File: config.mk
export PLATFORM = sky130hd
export DESIGN_NAME = seq_signed_multiplier_p
export DESIGN_NICKNAME = d
export VERILOG_FILES = /design/src/rtl/seq_signed_multiplier_p.sv
export SDC_FILE = /design/constraint.sdc
export NUM_CORES = 1
export LEC_CHECK = 0
export ABC_AREA = 1
export CORE_MARGIN = 2
export CORE_UTILIZATION = 35
export DETAILED_ROUTE_END_ITERATION = 10
export PLACE_DENSITY = 0.57
export SLEW_MARGIN = 25
export SYNTH_ARGS = -nofsm -noshare
export SYNTH_HDL_FRONTEND = slang
export SYNTH_SLANG_ARGS = --single-unit
File: constraint.sdc
create_clock -name clk -period 3.9 [get_ports clk]
set_input_delay 0.585 -clock clk [delete_from_list [all_inputs] [get_ports clk]]
set_output_delay 0.585 -clock clk [all_outputs]
set_load 0.01 [all_outputs]
File: src/rtl/seq_signed_multiplier_p.sv
// seq_signed_multiplier_p
//   Sequential signed multiplier. Operand magnitudes are multiplied with a
//   shift-add loop that runs for one iteration per clock cycle. The sign is
//   applied once at the end, which gives a full-width two's-complement product.
//   A start/busy/done handshake and an IDLE/RUN/DONE FSM sequence the operation.
//
// Parameters
//   WIDTH       operand width in bits (>= 2)
//   EARLY_TERM  1 = stop as soon as the remaining multiplier magnitude is zero
//
// Ports
//   clk          rising-edge clock
//   rst_n        asynchronous active-low reset
//   start        request; accepted only in IDLE or DONE
//   multiplier   signed operand, sampled on the accepting edge
//   multiplicand signed operand, sampled on the accepting edge
//   busy         high while the FSM is in RUN
//   done         one-cycle pulse; the results are valid from then on
//   product      signed product (2*WIDTH bits)
//   product_mag  unsigned magnitude of the product
//   sign         1 iff the product is negative
//   zflag        1 iff the product is zero
module seq_signed_multiplier_p #(
  parameter int unsigned WIDTH      = 8,
  parameter bit          EARLY_TERM = 1'b0
) (
  input  logic                 clk,
  input  logic                 rst_n,
  input  logic                 start,
  input  logic [WIDTH-1:0]     multiplier,
  input  logic [WIDTH-1:0]     multiplicand,
  output logic                 busy,
  output logic                 done,
  output logic [2*WIDTH-1:0]   product,
  output logic [2*WIDTH-1:0]   product_mag,
  output logic                 sign,
  output logic                 zflag
);

  localparam int unsigned CW = (WIDTH > 2) ? $clog2(WIDTH) : 1;
  localparam logic [CW-1:0] LAST = CW'(WIDTH - 1);

  typedef enum logic [1:0] {S_IDLE, S_RUN, S_DONE} state_e;

  state_e               state_q, state_d;
  logic [WIDTH-1:0]     mplier_q, mplier_d;
  logic [2*WIDTH-1:0]   mcand_q, mcand_d;
  logic [2*WIDTH-1:0]   acc_q, acc_d;
  logic [CW-1:0]        count_q, count_d;
  logic                 psign_q, psign_d;
  logic [2*WIDTH-1:0]   product_q, product_d;
  logic [2*WIDTH-1:0]   mag_q, mag_d;
  logic                 sign_q, sign_d;
  logic                 zflag_q, zflag_d;

  logic [WIDTH-1:0]     mag_a, mag_b;
  logic [WIDTH-1:0]     mplier_shift;
  logic [2*WIDTH-1:0]   acc_sum;
  logic                 res_load;
  logic                 res_psign;
  logic [2*WIDTH-1:0]   res_acc;

  // The two's-complement negation of the most-negative value wraps back to
  // 2^(WIDTH-1). Read as unsigned, that is exactly the required magnitude.
  assign mag_a        = multiplier[WIDTH-1]   ? (~multiplier + 1'b1)   : multiplier;
  assign mag_b        = multiplicand[WIDTH-1] ? (~multiplicand + 1'b1) : multiplicand;
  assign mplier_shift = mplier_q >> 1;
  assign acc_sum      = acc_q + (mplier_q[0] ? mcand_q : '0);

  always_comb begin
    state_d   = state_q;
    mplier_d  = mplier_q;
    mcand_d   = mcand_q;
    acc_d     = acc_q;
    count_d   = count_q;
    psign_d   = psign_q;
    product_d = product_q;
    mag_d     = mag_q;
    sign_d    = sign_q;
    zflag_d   = zflag_q;
    res_load  = 1'b0;
    res_psign = 1'b0;
    res_acc   = '0;

    unique case (state_q)
      S_IDLE, S_DONE: begin
        if (start) begin
          mplier_d = mag_a;
          mcand_d  = {{WIDTH{1'b0}}, mag_b};
          acc_d    = '0;
          count_d  = '0;
          psign_d  = multiplier[WIDTH-1] ^ multiplicand[WIDTH-1];
          if (EARLY_TERM && (mag_a == '0)) begin
            // A zero multiplier skips RUN. The results are written from the
            // cleared accumulator on this same edge.
            state_d   = S_DONE;
            res_load  = 1'b1;
            res_psign = multiplier[WIDTH-1] ^ multiplicand[WIDTH-1];
            res_acc   = '0;
          end else begin
            state_d = S_RUN;
          end
        end else begin
          state_d = S_IDLE;
        end
      end
      S_RUN: begin
        acc_d    = acc_sum;
        mcand_d  = mcand_q << 1;
        mplier_d = mplier_shift;
        count_d  = count_q + 1'b1;
        if ((count_q == LAST) || (EARLY_TERM && (mplier_shift == '0))) begin
          state_d   = S_DONE;
          res_load  = 1'b1;
          res_psign = psign_q;
          res_acc   = acc_sum;
        end
      end
      default: state_d = S_IDLE;
    endcase

    if (res_load) begin
      mag_d     = res_acc;
      zflag_d   = (res_acc == '0);
      sign_d    = res_psign & ~zflag_d;
      product_d = sign_d ? (~res_acc + 1'b1) : res_acc;
    end
  end

  always_ff @(posedge clk or negedge rst_n) begin
    if (!rst_n) begin
      state_q   <= S_IDLE;
      mplier_q  <= '0;
      mcand_q   <= '0;
      acc_q     <= '0;
      count_q   <= '0;
      psign_q   <= 1'b0;
      product_q <= '0;
      mag_q     <= '0;
      sign_q    <= 1'b0;
      zflag_q   <= 1'b0;
    end else begin
      state_q   <= state_d;
      mplier_q  <= mplier_d;
      mcand_q   <= mcand_d;
      acc_q     <= acc_d;
      count_q   <= count_d;
      psign_q   <= psign_d;
      product_q <= product_d;
      mag_q     <= mag_d;
      sign_q    <= sign_d;
      zflag_q   <= zflag_d;
    end
  end

  assign busy        = (state_q == S_RUN);
  assign done        = (state_q == S_DONE);
  assign product     = product_q;
  assign product_mag = mag_q;
  assign sign        = sign_q;
  assign zflag       = zflag_q;

endmodule
==> impl_metrics.prom <==
# TYPE chip_impl_metric gauge
chip_impl_info{name="outcome",value="completed"} 1
chip_impl_metric{name="grtUsageTotal",unit="%"} 18.67
chip_impl_metric{name="synth_fp_nets",unit=""} 721
chip_impl_metric{name="finalSetupViolCount",unit=""} 0
chip_impl_metric{name="ant_nets",unit=""} 0
chip_impl_metric{name="wirelength",unit="mm"} 13.11
chip_impl_metric{name="p_sw",unit="W"} 0.001992
chip_impl_metric{name="relative_slew_margins",unit="%"} 38.75
chip_impl_metric{name="area_taken_by_flip_flops_and_latches",unit="mm²"} 0.001977
chip_impl_metric{name="multi_input_area",unit="mm²"} 0.002417
chip_impl_info{name="cts.root.buffer_cell",value="clkbuf_16"} 1
chip_impl_metric{name="drive_above_1_share",unit="%"} 6.784
chip_impl_metric{name="seqPwrFrac",unit="%"} 30.7
chip_impl_metric{name="drv.max_cap_violation_count",unit=""} 0
chip_impl_metric{name="io_pins",unit=""} 55
chip_impl_metric{name="critPathMaxFanout",unit=""} 17
chip_impl_metric{name="postSynthCellCount",unit=""} 681
chip_impl_metric{name="worst-r2r-setup-slack",unit="ns"} 0.70
chip_impl_metric{name="drc",unit=""} 0
chip_impl_metric{name="synth.avg_cell_area",unit="µm²"} 7.237
chip_impl_metric{name="htreeDepth",unit=""} 3
chip_impl_metric{name="global_route_wire_length_before_repair",unit="mm"} 21.33
chip_impl_metric{name="grt_overflow",unit=""} 0
chip_impl_metric{name="n_antenna_cell",unit=""} 0
chip_impl_metric{name="power.share.clock",unit="%"} 18.4
chip_impl_metric{name="initial_utilization",unit="%"} 35.64
chip_impl_metric{name="synth_edf_count",unit=""} 0
chip_impl_metric{name="report.final.hold_viol_count",unit=""} 0
chip_impl_metric{name="cts-buffers-inserted",unit=""} 9
chip_impl_metric{name="timing.critical_path.arrival",unit="ns"} 3.44
chip_impl_metric{name="tightest_slew",unit="ns"} 0.9131
chip_impl_metric{name="internal-power",unit="W"} 0.002636
chip_impl_metric{name="finalCriticalPeriod",unit="ns"} 3.204
chip_impl_metric{name="cts_resized",unit=""} 0
chip_impl_metric{name="synth_warnings",unit=""} 0
chip_impl_metric{name="grt_max_degree",unit=""} 80
chip_impl_info{name="min_delay_worst_type",value="in -> async"} 1
chip_impl_metric{name="drtPass1Iterations",unit=""} 5
chip_impl_info{name="synth-main-ff-cell",value="dfrtp_1"} 1
chip_impl_metric{name="detail_route.vias_per_cell",unit=""} 4.796
chip_impl_metric{name="combPwrFrac",unit="%"} 50.8
chip_impl_info{name="cts_tree",value="yes"} 1
chip_impl_metric{name="num_rows",unit=""} 43
chip_impl_metric{name="clock_latency",unit="ns"} 0.35
chip_impl_metric{name="post-cts-setup-buffer-count",unit=""} 0
chip_impl_info{name="sort_of_element_at_the_start_of_the_critical_path",value="flop"} 1
chip_impl_metric{name="power-per-cell-area",unit="mW/mm²"} 781.1
chip_impl_info{name="criticalPathCategory",value="reg -> reg"} 1
chip_impl_metric{name="ys_seq_elements",unit=""} 79
chip_impl_metric{name="first_global_vias",unit=""} 4210
chip_impl_metric{name="peak_supply_drop",unit="mV"} 0.3197
chip_impl_metric{name="post_synth_num_cell_types",unit=""} 38
chip_impl_metric{name="finish.net_count",unit=""} 772
chip_impl_metric{name="gp_congestion",unit=""} 0.9118
chip_impl_metric{name="final_design_area_no_fill",unit="mm²"} 0.005924
chip_impl_metric{name="die_w",unit="µm"} 122.7
chip_impl_metric{name="cts-hold-fix-buffers",unit=""} 0
chip_impl_info{name="grt_setup_unrepaired",value="no"} 1
chip_impl_metric{name="register_area_share_after_synthesis",unit="%"} 40.11
chip_impl_metric{name="switching_share",unit="%"} 43.04
chip_impl_metric{name="core-area",unit="mm²"} 0.01383
chip_impl_metric{name="clkTransAtPathRegs",unit="ns"} 0.06
chip_impl_metric{name="clock_sinks",unit=""} 79
chip_impl_metric{name="leakagePower",unit="nW"} 3.333
chip_impl_metric{name="num_vias",unit=""} 4398
chip_impl_metric{name="fmaxAchievable",unit="GHz"} 0.3121
chip_impl_metric{name="fin_setup_tns",unit="ns"} 0
chip_impl_metric{name="crit_required",unit="ns"} 4.13
chip_impl_metric{name="dpl.hpwl",unit="mm"} 9.758
chip_impl_metric{name="final.period_utilization",unit="%"} 82.16
chip_impl_metric{name="placement.cell_area",unit="mm²"} 0.005630
chip_impl_metric{name="grt_antenna_before_repair",unit=""} 0
chip_impl_metric{name="fp.dieArea",unit="mm²"} 0.01505
chip_impl_metric{name="postSynth.asyncResetShare",unit="%"} 100.0
chip_impl_info{name="crit_path_end_kind",value="flop"} 1
chip_impl_metric{name="clk_path_buf_depth",unit=""} 2
chip_impl_metric{name="maxSlewViolCount",unit=""} 0
chip_impl_metric{name="floorplan.die.height",unit="µm"} 122.7
chip_impl_metric{name="port_buffers",unit=""} 54
chip_impl_metric{name="synthToLayoutAreaGrowth",unit="%"} 20.21
chip_impl_metric{name="clock-skew-final",unit="ns"} 0.008488
chip_impl_metric{name="final.fill_count",unit=""} 1426
chip_impl_metric{name="route.detailed.wl_per_inst",unit="µm"} 14.30
chip_impl_metric{name="mappedNetlistArea",unit="mm²"} 0.004928
chip_impl_metric{name="initialDrtViolationCount",unit=""} 256
==> placed cells by master (no fill, tap or decap), types with 10 or more instances in the layout <==
cell type        netlist  final
a21oi_1               10     10
clkdlybuf4s50_1        0     53
dfrtp_1               79     79
ha_1                  20     20
inv_1                110    110
nand2_1              248    248
nand3_1               56     56
nand3_2               12     12
nor2_1                29     29
o21ai_0               13     13
xor2_1                13     13
==> state kept, by name, summed over array words and instances, names as in the netlist <==
register and flops:
mcand_q 16, sign 1, product 16, zflag 1, mplier_q 8, acc_q 16
product_mag 15, state_q 2, count_q 3, psign_q 1
==> kinds of logic (layout without fill, tap and decap cells) <==
family                     after synthesis  after routing  share of synthesized area, %
adders and majority gates               21             21                         5.484
AOI/OAI and AO/OA                       58             58                         8.150
DFF                                     79             79                         40.11
xor gates and xnor gates                15             15                         2.666
and+or+nand+nor                        372            372                         32.75
buffers and inverters                  136            192                         10.84
==> per-layer routing <==
layer,global-route usage [%],share of wire (%),vias up
met5,0,0,-
met4,7.112,1.9,0
met3,2.974,2.6,13
met1,24.18,48,2045
met2,31.22,48,84
li1,-,-,2256
==> power by group through the flow <==
| stage | clock, W | combinational, W | sequential [W] |
|---|---|---|---|
| 3_5_place_dp | 0 | 0.00236 | 0.00144 |
| 2_1_floorplan | 0 | 0.00153 | 0.00143 |
| 5_1_grt | 0.000904 | 0.00266 | 0.00147 |
| 3_3_place_gp | 0 | 0.00236 | 0.00142 |
| 4_1_cts | 0.000868 | 0.00237 | 0.00143 |
| 6_report | 0.000852 | 0.00235 | 0.00142 |
==> stage by stage <==
stage | instances | setup WS, ns | hold WS (ns) | util [%] | total power, W
after floorplan | 681 | 1.070 | 0.2894 | - | 0.002962
after global placement | 901 | 0.7859 | 0.4604 | 40.72 | 0.003782
after detailed placement | 901 | 0.6789 | 0.4671 | 40.72 | 0.003800
after CTS | 917 | 0.6761 | 0.4721 | 42.82 | 0.004665
after global routing | 917 | 0.3517 | 0.3047 | 42.85 | 0.005030
final | 917 | 0.6956 | 0.2408 | 42.85 | 0.004628
==> cell usage after synthesis (3+ instances only) <==
library cell	n	share of area [%]
o22ai_1	9	1.1
nor2_2	7	0.89
ha_1	20	5.1
nor2_1	29	2.2
o221ai_1	5	0.89
nand3_2	12	2.4
a21oi_1	10	1.0
nor3_1	6	0.61
xor2_1	13	2.3
and2_1	3	0.38
o211ai_1	5	0.76
inv_2	7	0.53
nand3_1	56	5.7
inv_1	110	8.4
clkbuf_1	11	0.84
a22o_1	3	0.53
o21ai_0	13	1.3
dfrtp_1	79	40
nand2_1	248	19
nand4_1	4	0.51
a32o_1	7	1.4
==> worst max-delay path: stages, from the launching register on <==
cell     delay, ns
dfrtp_1       0.65
nand2_1       0.10
inv_1         0.07
ha_1          0.17
inv_1         0.06
fa_1          0.54
nor2_1        0.08
nand2_2       0.10
ha_1          0.20
nand3_2       0.11
nor2_2        0.15
nand2_1       0.08
nor2_2        0.13
nand3_2       0.17
nand2_4       0.19
inv_2         0.12
nand2_1       0.09
nand3_1       0.06
==> layout make-up <==
| class | count | area share, % |
|---|---|---|
| multi-input combinational | 466 | 40.80 |
| clock buffer | 11 | 3.928 |
| inverter | 118 | 7.476 |
| sequential | 79 | 33.37 |
| clock inverter | 5 | 0.9715 |
| timing repair buffer | 58 | 9.652 |
| tap | 180 | 3.801 |
==> path summary, 6_finish.rpt <==
kind / startpoint / to / cells past startpoint
worst max-delay path: mplier_q[0] / product[15] / 17
max in group asynchronous: rst_n / acc_q[5] / 1
worst min register to register: product_mag[4] / product_mag[4] / 2
worst max register to register: mplier_q[0] / product[15] / 17
min in group clk: product_mag[4] / product_mag[4] / 2
worst min-delay path: rst_n / product_mag[3] / 1
Note: power is estimated with default switching activity, not from simulation.
